**src/rtl/fir_seq_pkg.sv**
```systemverilog
// Shared types and helpers for the time-shared FIR: FSM states, accumulator sizing,
// and the round-half-up / saturate step applied to the final accumulator.
package fir_seq_pkg;

  typedef enum logic [1:0] {IDLE, MAC, OUT} fir_state_t;

  typedef struct packed {
    logic              sat;
    logic signed [31:0] y;
  } sat_res_t;

  function automatic int acc_width(input int data_w, input int coef_w, input int ntaps);
    return data_w + coef_w + $clog2(ntaps);
  endfunction

  function automatic sat_res_t sat_round(input longint acc, input int shift, input int data_w);
    longint   r;
    longint   hi;
    longint   lo;
    sat_res_t res;
    r       = (acc + (longint'(1) <<< (shift - 1))) >>> shift;
    hi      = (longint'(1) <<< (data_w - 1)) - 1;
    lo      = -hi - 1;
    res.sat = (r > hi) || (r < lo);
    res.y   = (r > hi) ? 32'(hi) : (r < lo) ? 32'(lo) : 32'(r);
    return res;
  endfunction

endpackage

```
**src/rtl/fir_seq_if.sv**
```systemverilog
// Sample, coefficient-write and result signals between the FIR and its host.
interface fir_seq_if #(
  parameter int DATA_W = 8,
  parameter int COEF_W = 8,
  parameter int NTAPS  = 8
);
  localparam int AW = $clog2(NTAPS);

  logic                     in_valid;
  logic                     in_ready;
  logic signed [DATA_W-1:0] x;
  logic                     bypass;
  logic                     coef_we;
  logic [AW-1:0]            coef_addr;
  logic signed [COEF_W-1:0] coef_data;
  logic                     coef_ready;
  logic                     out_valid;
  logic signed [DATA_W-1:0] y;
  logic                     sat;

  modport slave (
    input  in_valid, x, bypass, coef_we, coef_addr, coef_data,
    output in_ready, coef_ready, out_valid, y, sat
  );

  modport master (
    output in_valid, x, bypass, coef_we, coef_addr, coef_data,
    input  in_ready, coef_ready, out_valid, y, sat
  );
endinterface

```
**src/rtl/fir_seq_mac.sv**
```systemverilog
// Signed multiply-accumulate with synchronous clear and enable; one product per cycle.
// Latency: product lands in acc one cycle after en; no backpressure.
module fir_seq_mac #(
  parameter int A_W   = 8,
  parameter int B_W   = 8,
  parameter int ACC_W = 19
) (
  input  logic                    clk,
  input  logic                    rst_n,
  input  logic                    clr,
  input  logic                    en,
  input  logic signed [A_W-1:0]   a,
  input  logic signed [B_W-1:0]   b,
  output logic signed [ACC_W-1:0] acc
);
  logic signed [ACC_W-1:0]   acc_q;
  logic signed [ACC_W-1:0]   acc_d;
  logic signed [A_W+B_W-1:0] prod;

  always_comb begin
    prod  = a * b;
    acc_d = acc_q;
    if (clr) begin
      acc_d = '0;
    end else if (en) begin
      acc_d = acc_q + ACC_W'(prod);
    end
  end

  always_ff @(posedge clk or negedge rst_n) begin
    if (!rst_n) acc_q <= '0;
    else        acc_q <= acc_d;
  end

  assign acc = acc_q;
endmodule

```
**src/rtl/fir_seq.sv**
```systemverilog
// Programmable direct-form FIR sharing one MAC across taps; out_valid NTAPS+1 cycles after accept
// (bypass: 1). in_ready/coef_ready only in IDLE; busy-time coefficient writes are dropped.
module fir_seq
  import fir_seq_pkg::*;
#(
  parameter int DATA_W = 8,
  parameter int COEF_W = 8,
  parameter int NTAPS  = 8,
  parameter int SHIFT  = 6
) (
  input  logic       clk,
  input  logic       rst_n,
  fir_seq_if.slave   bus
);
  localparam int ACC_W = acc_width(DATA_W, COEF_W, NTAPS);
  localparam int IDX_W = $clog2(NTAPS);
  localparam logic [IDX_W-1:0] LAST = IDX_W'(NTAPS - 1);

  fir_state_t               state_q, state_d;
  logic [IDX_W-1:0]         idx_q, idx_d;
  logic                     byp_q, byp_d;
  logic signed [DATA_W-1:0] y_q, y_d;
  logic                     sat_q, sat_d;
  logic signed [DATA_W-1:0] taps_q [NTAPS];
  logic signed [DATA_W-1:0] taps_d [NTAPS];
  logic signed [COEF_W-1:0] coef_q [NTAPS];
  logic signed [COEF_W-1:0] coef_d [NTAPS];

  logic                     mac_clr;
  logic                     mac_en;
  logic signed [ACC_W-1:0]  acc;
  sat_res_t                 res;
  logic signed [DATA_W-1:0] y_new;
  logic                     sat_new;
  logic                     unused_hi;

  fir_seq_mac #(.A_W(COEF_W), .B_W(DATA_W), .ACC_W(ACC_W)) u_mac (
    .clk   (clk),
    .rst_n (rst_n),
    .clr   (mac_clr),
    .en    (mac_en),
    .a     (coef_q[idx_q]),
    .b     (taps_q[idx_q]),
    .acc   (acc)
  );

  // In bypass, tap[0] already holds the latched sample.
  assign res       = sat_round(longint'(acc), SHIFT, DATA_W);
  assign unused_hi = ^res.y[31:DATA_W];
  assign y_new     = byp_q ? taps_q[0] : res.y[DATA_W-1:0];
  assign sat_new   = byp_q ? 1'b0 : res.sat;

  always_comb begin
    state_d = state_q;
    idx_d   = idx_q;
    byp_d   = byp_q;
    y_d     = y_q;
    sat_d   = sat_q;
    taps_d  = taps_q;
    coef_d  = coef_q;
    mac_clr = 1'b0;
    mac_en  = 1'b0;

    if (bus.coef_we && state_q == IDLE) begin
      coef_d[bus.coef_addr] = bus.coef_data;
    end

    case (state_q)
      IDLE: begin
        if (bus.in_valid) begin
          taps_d[0] = bus.x;
          for (int i = 1; i < NTAPS; i++) taps_d[i] = taps_q[i-1];
          mac_clr = 1'b1;
          idx_d   = '0;
          byp_d   = bus.bypass;
          state_d = bus.bypass ? OUT : MAC;
        end
      end
      MAC: begin
        mac_en = 1'b1;
        idx_d  = idx_q + 1'b1;
        if (idx_q == LAST) state_d = OUT;
      end
      OUT: begin
        y_d     = y_new;
        sat_d   = sat_new;
        state_d = IDLE;
      end
      default: state_d = IDLE;
    endcase
  end

  always_ff @(posedge clk or negedge rst_n) begin
    if (!rst_n) begin
      state_q <= IDLE;
      idx_q   <= '0;
      byp_q   <= 1'b0;
      y_q     <= '0;
      sat_q   <= 1'b0;
      for (int i = 0; i < NTAPS; i++) begin
        taps_q[i] <= '0;
        coef_q[i] <= (i == 0) ? COEF_W'(1 << SHIFT) : '0;
      end
    end else begin
      state_q <= state_d;
      idx_q   <= idx_d;
      byp_q   <= byp_d;
      y_q     <= y_d;
      sat_q   <= sat_d;
      taps_q  <= taps_d;
      coef_q  <= coef_d;
    end
  end

  // y/sat show the new result during the out_valid cycle, then hold.
  assign bus.in_ready   = (state_q == IDLE);
  assign bus.coef_ready = (state_q == IDLE);
  assign bus.out_valid  = (state_q == OUT);
  assign bus.y          = (state_q == OUT) ? y_new : y_q;
  assign bus.sat        = (state_q == OUT) ? sat_new : sat_q;
endmodule

```
**src/flat_wrapper.sv**
```systemverilog
// flat-port wrapper written by rule: the top's interface ports become plain ports
module fir_seq_flat import fir_seq_pkg::*;
#(
  parameter int DATA_W = 8,
  parameter int COEF_W = 8,
  parameter int NTAPS  = 8,
  parameter int SHIFT  = 6
)
  (clk, rst_n, bus_in_valid, bus_x, bus_bypass, bus_coef_we, bus_coef_addr, bus_coef_data, bus_in_ready, bus_coef_ready, bus_out_valid, bus_y, bus_sat);
  fir_seq_if #(.DATA_W(DATA_W), .COEF_W(COEF_W), .NTAPS(NTAPS)) bus_i ();
  input  logic clk;
  input  logic rst_n;
  input wire logic [$bits(bus_i.in_valid)-1:0] bus_in_valid;
  input wire logic [$bits(bus_i.x)-1:0] bus_x;
  input wire logic [$bits(bus_i.bypass)-1:0] bus_bypass;
  input wire logic [$bits(bus_i.coef_we)-1:0] bus_coef_we;
  input wire logic [$bits(bus_i.coef_addr)-1:0] bus_coef_addr;
  input wire logic [$bits(bus_i.coef_data)-1:0] bus_coef_data;
  output wire logic [$bits(bus_i.in_ready)-1:0] bus_in_ready;
  output wire logic [$bits(bus_i.coef_ready)-1:0] bus_coef_ready;
  output wire logic [$bits(bus_i.out_valid)-1:0] bus_out_valid;
  output wire logic [$bits(bus_i.y)-1:0] bus_y;
  output wire logic [$bits(bus_i.sat)-1:0] bus_sat;
  assign bus_i.in_valid = bus_in_valid;
  assign bus_i.x = bus_x;
  assign bus_i.bypass = bus_bypass;
  assign bus_i.coef_we = bus_coef_we;
  assign bus_i.coef_addr = bus_coef_addr;
  assign bus_i.coef_data = bus_coef_data;
  assign bus_in_ready = bus_i.in_ready;
  assign bus_coef_ready = bus_i.coef_ready;
  assign bus_out_valid = bus_i.out_valid;
  assign bus_y = bus_i.y;
  assign bus_sat = bus_i.sat;
  fir_seq #(.DATA_W(DATA_W), .COEF_W(COEF_W), .NTAPS(NTAPS), .SHIFT(SHIFT)) u_core (.clk(clk), .rst_n(rst_n), .bus(bus_i));
endmodule
```
**config.mk**
```make
export PLATFORM = sky130hd
export DESIGN_NAME = fir_seq_flat
export DESIGN_NICKNAME = d
export VERILOG_FILES = /design/src/rtl/fir_seq_pkg.sv /design/src/rtl/fir_seq_if.sv /design/src/rtl/fir_seq_mac.sv /design/src/rtl/fir_seq.sv /design/src/flat_wrapper.sv
export SDC_FILE = /design/constraint.sdc
export NUM_CORES = 1
export LEC_CHECK = 0
export ABC_AREA = 1
export BUFFER_PORTS_ARGS = -buffer_cell sky130_fd_sc_hd__buf_2
export CORE_UTILIZATION = 25
export DETAILED_ROUTE_END_ITERATION = 8
export GPL_TIMING_DRIVEN = 0
export HOLD_SLACK_MARGIN = 0.06
export MAX_ROUTING_LAYER = met4
export SYNTH_ARGS = -nofsm -noshare
export SYNTH_HDL_FRONTEND = slang
export SYNTH_SLANG_ARGS = --single-unit
```
**constraint.sdc**
```tcl
create_clock -name clk -period 5.3 [get_ports clk]
set_clock_uncertainty 0.05 [all_clocks]
set_input_delay 0.53 -clock clk [delete_from_list [all_inputs] [get_ports clk]]
set_output_delay 0.53 -clock clk [all_outputs]
set_load 0.01 [all_outputs]
```
# Word level (Yosys, flattened, before mapping)
# Cells that the tools add are included.
[word_totals]
wordCells = 73
ff_bits = 162
inputBits = 24
output_inout_bits = 12
[classes]
n_eq_ne = 5
bitwise = 2
n_lt_le_gt_ge = 5
add_sub_neg = 3
n_reduce_logical = 9
multipliers = 1
muxes = 26
[op_table]
columns = ["op", "count"]
rows = [
  ["8-bit two-way mux", 9],
  ["64-bit bitwise mux", 1],
  ["8-bit binary-select mux with 3-bit select", 2],
  ["19-bit two-way mux", 2],
  ["8-bit demux with 3-bit select", 1],
  ["19-bit by 7-bit adder with 20-bit output, second input constant", 1],
  ["19-bit by 16-bit adder with 19-bit output", 1],
  ["8-bit by 8-bit multiplier with 16-bit output", 1],
  ["14-bit by 8-bit > comparator with 1-bit output, second input constant", 1],
  ["14-bit by 8-bit less-than comparator with 1-bit output, second input constant", 1],
  ["4-bit >= comparator, second input constant", 2],
  ["3-bit inverter with 4-bit output", 2],
  ["2-bit two-way mux", 3],
  ["3-bit case mux with 2 select lines", 1],
  ["2-bit AND reduction", 3],
  ["1-bit two-way mux", 5],
  ["4-bit by 1-bit less-than comparator with 1-bit output, second input constant", 1],
  ["2-bit case mux with 2 select lines", 1],
  ["2-bit nonzero test", 2],
  ["3-bit by 1-bit adder with 3-bit output, second input constant", 1],
  ["3-bit equality test, second input constant", 1],
  ["3-bit two-way mux", 1],
  ["2-bit by 1-bit equality test with 1-bit output, second input constant", 1],
  ["2-bit equality test, second input constant", 1],
  ["5 further kinds", 6],
]

# Depth between registers and ports, before layout
# Gate-level depths: netlist of run 1.
[depth]
word_depth = 8
ltp_mapped = 31
mapped_depth_nobuf = 29

# Modules after synthesis
# From an unflattened synthesis of run 1, not the netlist that was laid out.
[unflattened]
cells_unflattened = 1421
hier_area_um2 = 11337.1
[by_module_without_submodules]
columns = ["module", "instances", "area_each_um2", "seq_area_each_um2", "cells_per_inst"]
rows = [
  ["fir_seq", 1, 6951.7, 3579.7, 870],
  ["fir_seq_mac", 1, 4385.5, 475.5, 551],
]

# Least setup slack after synthesis of run 1
# Ideal clock, no wire load.
[synth_path]
kind = "reg2reg"
from = "register u_core.idx_q[0]"
to = "register u_core.u_mac.acc_q[18], in the netlist u_core.u_mac.acc[18]"
synth_period_minus_slack_ns = 5.784
path_slack_ns = -0.484
setup_ns = 0.118
path_stages_with_launch = 29
path_buffers = 2
required_ns = 5.132
t_arrival_ns = 5.616
path_cell_list = "dfrtp_1 -> buf_4 -> buf_4 -> a21oi_1 -> o21ai_0 -> nand2_1 -> nand2_1 -> o21ai_2 -> inv_1 -> nor2_1 -> inv_1 -> fa_1 -> inv_1 -> fa_1 -> fa_1 -> fa_1 -> fa_1 -> ha_1 -> nand3_1 -> nand3_1 -> nand2_1 -> nand2_1 -> nand2_1 -> nand2_1 -> nand3_1 -> nand2_1 -> nand3_1 -> nand3_1 -> nand2_1"
[synth_between]
elab_chain_cells = 8
word_cells_on_any_way = 11
cone_classes = "1 x add/sub; 1 x mul; 8 x mux; 1 x bitwise"
[synth_lines]
columns = ["element", "line", "rtl"]
rows = [
  ["start: declaration", "fir_seq.sv:20", "logic [IDX_W-1:0] idx_q, idx_d;"],
  ["start signal: assignment", "fir_seq.sv:106", "idx_q <= idx_d;"],
  ["3-bit inverter with 4-bit output (implied by the code) *", "fir_seq.sv:42, fir_seq.sv:43", ""],
  ["8-bit binary-select mux with 3-bit select (on tied branches)", "fir_seq.sv:42, fir_seq.sv:43", ""],
  ["8-bit two-way mux (on tied branches) (2 in series)", "fir_seq.sv:42, fir_seq.sv:43", ""],
  ["8-bit by 8-bit multiplier with 16-bit output *", "fir_seq_mac.sv:21", "prod = a * b;"],
  ["19-bit by 16-bit adder with 19-bit output *", "fir_seq_mac.sv:26", "acc_d = acc_q + ACC_W'(prod);"],
  ["19-bit two-way mux *", "fir_seq_mac.sv:25", "end else if (en) begin"],
  ["19-bit two-way mux *", "fir_seq_mac.sv:23", "if (clr) begin"],
  ["end signal: assignment", "fir_seq_mac.sv:31", "if (!rst_n) acc_q <= '0;"],
  ["end signal: assignment", "fir_seq_mac.sv:32", "else acc_q <= acc_d;"],
  ["end: declaration", "fir_seq_mac.sv:16", "logic signed [ACC_W-1:0] acc_q;"],
]
# Every way passes the cells marked *; elsewhere a longest branch is shown, timed or not. The select of a mux whose other input is x is not followed.
# A chain may end at the register's enable or synchronous reset.

# Worst setup path after layout of run 1
[layout_path]
from = "register u_core.idx_q[0]"
to = "register u_core.u_mac.acc_q[16], in the netlist u_core.u_mac.acc[16]"
# The elaborated chain is that of the path after synthesis.

==> results by group, run 1 <==
Run status
  • Status: finished, violations left
  • Failing checks: negative setup slack

Critical path
  • Crit Path Max Fanout: 8
  • Worst reg2reg path startpoint: u_core.idx_q[0]
  • Startpoint types: flip-flop
  • R2R depth: 24
  • Critical path endpoint category: flip-flop
  • WP data arrival: between 5 and 6 ns
  • Crit path largest cell delay: around 0.62 ns
  • Slowest CP cell: fa_2
  • Crit path cell chain: buf_6, buf_12, buf_12, nor2_4, o22ai_4, o21ai_4, buf_12, nor2_4, fa_2, inv_4, fa_1, inv_1, fa_1, fa_1, ha_4, ha_4, a21o_1, a21oi_2, inv_1, nand2_1, nand3_2, a21oi_2, o21ai_2, o21ai_0
  • CP Class: flip-flop to flip-flop
  • Buffers plus inverters on the worst setup path: 7
  • Reg2Reg Setup Slack: -0.1 ns
  • Crit path max-delay family: adder cells
  • Req. time, crit path: between 5 and 6 ns
  • Reg2Reg Capture Point: u_core.u_mac.acc[16]

Logic synthesis
  • Post-synthesis sequential area ratio: 0.3649
  • Distinct cells, synth: 40
  • XOR/XNOR Fraction of Synth Area: 0.009457
  • Post-synthesis mux area share: 0
  • Synth warnings: 0
  • Simple-gate share of the synthesized area: 0.1653
  • Mapped Cells: roughly 1,400
  • Mean Syn Cell Area: a little over 8 um^2
  • Synth Area in Compound Gates: 0.1577
  • Commonest register cell after synthesis: dfrtp_1
  • Post-Synth Adder-Cell Area: 0.2042
  • Area of the mapped netlist: ~11,000 um^2
  • Synth async-reset ratio: 1.000
  • Largest family of logic cells by synthesized area: adder cells
  • #FFs+latches synth: approximately 160
  • Number of flops mapped to enable cells by yosys: 0
  • Syn_nets: approximately 1,500

Clock network
  • Clock tree buffer depth: 2
  • Cts bufs inserted: 17
  • Clk root buf: clkbuf_16
  • Total clock sinks: around 160
  • Htree depth: 4
  • TritonCTS clock tree: done
  • Clock transition at the registers of the reported paths: about 0.070 ns
  • Clock Latency Late Sink: 0.44 ns

Worst hold path
  • Hold Crit Depth: 3
  • Min-delay src: bus_x[5]
  • Hold WC Path Type: primary input to flip-flop
  • End point of the worst hold path: u_core.taps_q[61]

STA
  • Hold WS: ~0.25 ns
  • Min setup slack post-route: -0.09821 ns
  • Slew HR: 0.5854
  • Final period utilization: 1.019
  • F_max: between 150 and 200 MHz
  • Final min period: around 5.4 ns
  • Fin. Hold Viols: 0
  • Least-Margin Pin Slew: ~0.62 ns
  • Finish-stage setup viols: 8
  • Unrepaired setup endpoints after global routing: yes
  • Max-slew violation count: 0

Finish
  • Diode count: 0
  • Total Nets Final: between 1,500 and 2,000
  • Final core occ: 0.3276
  • Final Instance Count excl. Fillers: 2,085
  • Share of cells above drive strength 1: 0.2207
  • Area grow syn2layout: 28.10%

Global route
  • First-pass GRT wire length: 51.04 mm
  • Largest net degree at the start of global routing: between 90 and 100
  • All-layer global routing usage: 0.1482
  • Total gr overflow: 0
  • Initial antenna violation count: 0
  • Vias in the first global route: 9,680

Route
  • Routed WL: about 32 mm
  • Vias post-DR: around 10,000
  • Vias per cell: 4.664
  • TritonRoute pass-1 iters: 5
  • Post-route ant nets: 0
  • DR WL/cell: around 15 um
  • Drt initial violations: just under 800
  • DRC Markers: 0

Floorplanning
  • Die Span X: 212.8 um
  • Initial core utilization: 0.2557
  • Boundary Pins: 36
  • CORE AREA: approximately 43,000 um^2
  • Die Height: roughly 210 um
  • Cell Rows: 76
  • Die area: between 40,000 and 50,000 um^2

Placement
  • Final HPWL DP: between 20 and 25 mm
  • IO Port Bufs: 35
  • Dpl ws: -0.7951 ns
  • GPL Wtd Cong: roughly 0.89
  • Placed cell count: 1,992

Job
  • Max-cap violations: 0
-- synth_stat cells (10+ instances only) --
cell type / number / area, um^2
a21oi_1: 75 / 375.4
buf_2: 19 / 95.09
clkbuf_1: 21 / 78.83
dfrtp_1: 161 / 4029
fa_1: 84 / 1682
ha_1: 47 / 588.1
inv_1: 222 / 833.3
nand2_1: 301 / 1130
nand3_1: 24 / 120.1
nand4_1: 10 / 62.56
nor2_1: 106 / 397.9
o21ai_0: 211 / 1056
o21ai_1: 13 / 65.06
o22ai_1: 13 / 81.33
-- state kept, by name (all words and copies together) (netlist names) --
| signal | count |
|---|---|
| u_core.byp_q | 1 |
| u_core.coef_q | 64 |
| u_core.idx_q | 3 |
| u_core.sat_q | 1 |
| u_core.state_q | 2 |
| u_core.taps_q | 64 |
| u_core.u_mac.acc | 19 |
| u_core.y_q | 8 |
-- cell type report --
type | instances | area [um^2]
Buffer | 49 | 350.3
Clock buffer | 20 | 456.7
Clock inverter | 10 | 146.4
Sequential cell | 162 | 4056
Timing Repair Buffer | 100 | 842.1
Multi-Input combinational cell | 932 | 6777
Tap cell | 585 | 732.0
Fill cell | 4508 | 29220
Inverter | 227 | 875.8
-- worst max path at each step --
stage / startpoint / end / slack, ns / cells after the start
2_1_floorplan: u_core.idx_q[0] / u_core.u_mac.acc[18] / -0.006 / 28
3_3_place_gp: u_core.idx_q[1] / u_core.u_mac.acc[18] / -0.81 / 25
3_5_place_dp: u_core.idx_q[0] / u_core.u_mac.acc[17] / -0.80 / 23
4_1_cts: u_core.idx_q[0] / u_core.u_mac.acc[17] / -0.08 / 23
5_1_grt: u_core.idx_q[0] / u_core.u_mac.acc[17] / -0.29 / 25
6_report: u_core.idx_q[0] / u_core.u_mac.acc[16] / -0.1 / 24
-- cells in the final DEF, fill, tap and decap left out, drive strengths merged, types with 4 or more instances in the layout --
cell    Yosys  final
a21o        4      4
a21oi      75     75
buf        28    121
clkbuf     22     47
clkinv      2      4
dfrtp     161    161
fa         84     84
ha         47     47
inv       225    228
nand2     305    305
nand3      24     24
nand4      10     10
nor2      112    112
nor3        4      4
o21ai     231    231
o22ai      13     13
xnor2       4      4
xor2        8      8
-- per-layer routing --
metal | GRT usage | vias up | share of wire
met2 | 0.2433 | 262 | 0.50
li1 | - | 4569 | -
met1 | 0.1893 | 4846 | 0.43
met4 | 0.04589 | 0 | 0.020
met5 | - | - | 0
met3 | 0.01941 | 47 | 0.048
-- per-stage QoR --
stage          setup TNS, ns  area [um^2]
2_1_floorplan      -0.006364        11170
3_3_place_gp          -6.728        12070
3_5_place_dp          -6.881        12110
4_1_cts              -0.2858        13510
5_1_grt               -2.070        14240
6_report             -0.4952        14240
-- worst min-delay path, stage by stage --
cell	delay (ns)
buf_2	0.08
nand2_1	0.04
o21ai_0	0.06
-- kinds of logic after synthesis --
| group | count (synthesis) |
|---|---|
| AND/OR/NAND/NOR | 456 |
| AO/OA/AOI/OAI | 333 |
| buffers and inverters | 277 |
| flip-flops | 162 |
| adder cells (fa/ha/maj) | 131 |
| XOR/XNOR | 12 |
-- what timing repair did --
item | in CTS | in global routing
hold endpoints to repair | 65 | 0
endpoints found under the setup margin | 12 | 12
setup buffers | 27 | 33
hold buffers | 1 | 0
cloned | 0 | 3
pin swaps | 29 | 82
gates resized for setup | 130 | 131
Power of run 1 is not shown: default switching activity piles up to over one toggle a cycle in this logic, so the estimate is an artifact.
==> run 2, diff against run 1 <==
CTS_BUF_LIST = sky130_fd_sc_hd__clkbuf_8   (was default)
==> run 2 against run 1 <==
Compared with the run above: the flow still finishes with violations (negative setup slack); hold slack lost 0.030 ns; largest cell class unchanged; design area fell by 1.4%; count of clock-buffer cells in the layout down 1; fmax rose by 0.19%; non-clock buffer count stayed put; global-route usage is 0.18 points higher; highest routed layer unchanged; utilization fell by 0.46 points; critical endpoint is now u_core.u_mac.acc[17].
==> results by group, run 2 (synthesis results as in run 1) <==
STA
  • Final min period: 5.388 ns (was 5.398 ns)
  • Final period utilization: 1.017 (was 1.019)
  • Unrepaired setup endpoints after global routing: yes (unchanged)
  • Min setup slack post-route: -0.08809 ns (was -0.09821 ns)
  • Finish-stage setup viols: 6 (was 8)
  • Fin. Hold Viols: 0 (unchanged)
  • Least-Margin Pin Slew: 0.6297 ns (was 0.6218 ns)
  • Max-slew violation count: 0 (unchanged)
  • F_max: 185.6 MHz (was 185.2 MHz)
  • Slew HR: 0.5802 (was 0.5854)

Route
  • Vias per cell: 4.636 (was 4.664)
  • Routed WL: 31.85 mm (was 32.19 mm)
  • Post-route ant nets: 0 (unchanged)
  • Drt initial violations: 780 (was 790)
  • DRC Markers: 0 (unchanged)
  • Vias post-DR: 9,666 (was 9,724)
  • DR WL/cell: 15.27 um (was 15.44 um)
  • TritonRoute pass-1 iters: 5 (unchanged)

Global route
  • First-pass GRT wire length: 51.59 mm (was 51.04 mm)
  • Total gr overflow: 0 (unchanged)
  • Vias in the first global route: 9,768 (was 9,680)
  • Largest net degree at the start of global routing: 98 (unchanged)
  • Initial antenna violation count: 0 (unchanged)
  • All-layer global routing usage: 0.1499 (was 0.1482)

Clock network
  • Cts bufs inserted: 17 (unchanged)
  • Clk root buf: clkbuf_8 (was clkbuf_16)
  • Clock tree buffer depth: 2 (unchanged)
  • Clock Latency Late Sink: 0.47 ns (was 0.44 ns)
  • TritonCTS clock tree: done (unchanged)
  • Clock transition at the registers of the reported paths: 0.10 ns (was 0.07 ns)
  • Htree depth: 4 (unchanged)
  • Total clock sinks: 162 (unchanged)

Run status
  • Failing checks: negative setup slack (unchanged)
  • Status: finished, violations left (unchanged)

Floorplanning
  • Cell Rows: 76 (unchanged)
  • Die Height: 212.8 um (unchanged)
  • Die Span X: 212.8 um (unchanged)
  • Boundary Pins: 36 (unchanged)
  • CORE AREA: 43,460 um^2 (unchanged)
  • Die area: 45,300 um^2 (unchanged)
  • Initial core utilization: 0.2557 (unchanged)

Finish
  • Diode count: 0 (unchanged)
  • Most frequent cells in the layout: nand2_1, inv_1, o21ai_0 (unchanged)
  • Total Nets Final: 1,644 (unchanged)
  • Most common cell after layout, fill and taps aside: nand2_1 (unchanged)
  • Share of cells above drive strength 1: 0.2173 (was 0.2207)
  • Final Instance Count excl. Fillers: 2,085 (unchanged)
  • Area grow syn2layout: 26.29% (was 28.10%)
  • Fillers: 4,532 (was 4,508)

Placement
  • Final HPWL DP: 23.11 mm (unchanged)
  • Placed cell count: 1,992 (unchanged)
  • IO Port Bufs: 35 (unchanged)
  • GPL Wtd Cong: 0.8855 (unchanged)

Critical path
  • Startpoint types: flip-flop (unchanged)
  • Req. time, crit path: 5.62 ns (about the same)
  • Critical path endpoint category: flip-flop (unchanged)
  • CP Class: flip-flop to flip-flop (unchanged)
  • WP data arrival: 5.71 ns (about the same)
  • Reg2Reg Setup Slack: -0.09 ns (was -0.1 ns)
  • Crit Path Max Fanout: 10 (was 8)

Worst hold path
  • Hold WC Path Type: primary input to flip-flop (unchanged)

Job
  • Max-cap violations: 0 (unchanged)
[run 2: cell types whose count changed in the layout (fill, tap and decap cells not counted), sizes merged]
cell / change
clkbuf: -5
clkinv: -1
inv: +2
buf: +4
[run 2: final cells by class]
type / count / area, um^2 / area share
Multi-Input combinational cell: 932 / 6746 / 0.4807
Timing Repair Buffer: 99 / 829.5 / 0.05911
Buffer: 50 / 384.1 / 0.02737
Sequential cell: 162 / 4058 / 0.2891
Inverter: 227 / 873.3 / 0.06223
Clock inverter: 11 / 150.1 / 0.01070
Tap cell: 585 / 732.0 / 0.05215
Clock buffer: 19 / 261.5 / 0.01863
[run 2: layer usage]
layer  GRT usage  wire [um]  vias to the layer above
met2      0.2497      15710                      237
met5           -          0                        -
met1      0.1891      13890                     4814
met3     0.02368       1556                       53
li1            -          -                     4562
met4     0.03820        688                        0
[run 2: final timing paths]
path	startpoint	endpoint	cells past startpoint
min in group asynchronous	rst_n	u_core.taps_q[29]	2
worst min register to register	u_core.y_q[5]	u_core.y_q[5]	2
worst max register to register	u_core.idx_q[0]	u_core.u_mac.acc[17]	23
max in group asynchronous	rst_n	u_core.idx_q[0]	3
worst max-delay path	u_core.idx_q[0]	u_core.u_mac.acc[17]	23
worst min-delay path	bus_x[5]	u_core.taps_q[61]	3
[run 2: per-stage QoR]
| step | setup slack (ns) | hold WS (ns) | TNS, ns | util | cell area (um^2) |
|---|---|---|---|---|---|
| 2_1_floorplan | -0.006364 | 0.1844 | -0.006364 | - | 11170 |
| 3_3_place_gp | -0.8142 | 0.4092 | -6.728 | 0.2778 | 12070 |
| 3_5_place_dp | -0.7951 | 0.4111 | -6.881 | 0.2787 | 12110 |
| 4_1_cts | -0.06018 | 0.1951 | -0.1658 | 0.3133 | 13620 |
| 5_1_grt | -0.3454 | 0.1889 | -2.188 | 0.3230 | 14030 |
| 6_report | -0.08809 | 0.2186 | -0.3883 | 0.3230 | 14030 |
[run 2: worst max-delay path: stages, from the launching register on]
cell and delay (ns):
dfrtp_2 0.46, buf_8 0.16, buf_12 0.15, buf_12 0.14, nor2_4 0.10, o22ai_4 0.08
o21ai_4 0.29, buf_6 0.17, nor2_4 0.04, buf_12 0.14, fa_1 0.53, inv_2 0.05
fa_1 0.55, inv_2 0.05, fa_1 0.58, fa_2 0.48, ha_4 0.26, ha_4 0.25
a21oi_4 0.16, o21ai_0 0.11, a21oi_1 0.24, nand3_1 0.12, nand2_1 0.08, o21ai_2 0.06
[run 2: what timing repair did]
| item | CTS | global route |
|---|---|---|
| buffers inserted | 41 | 17 |
| setup endpoints to repair | 12 | 11 |
| hold endpoints to repair | 65 | 0 |
| gates resized for setup | 178 | 83 |
| pin swaps | 34 | 61 |
| cloned | 3 | 1 |
| hold buffers | 1 | 0 |
Power of run 2 is left out for the same reason.
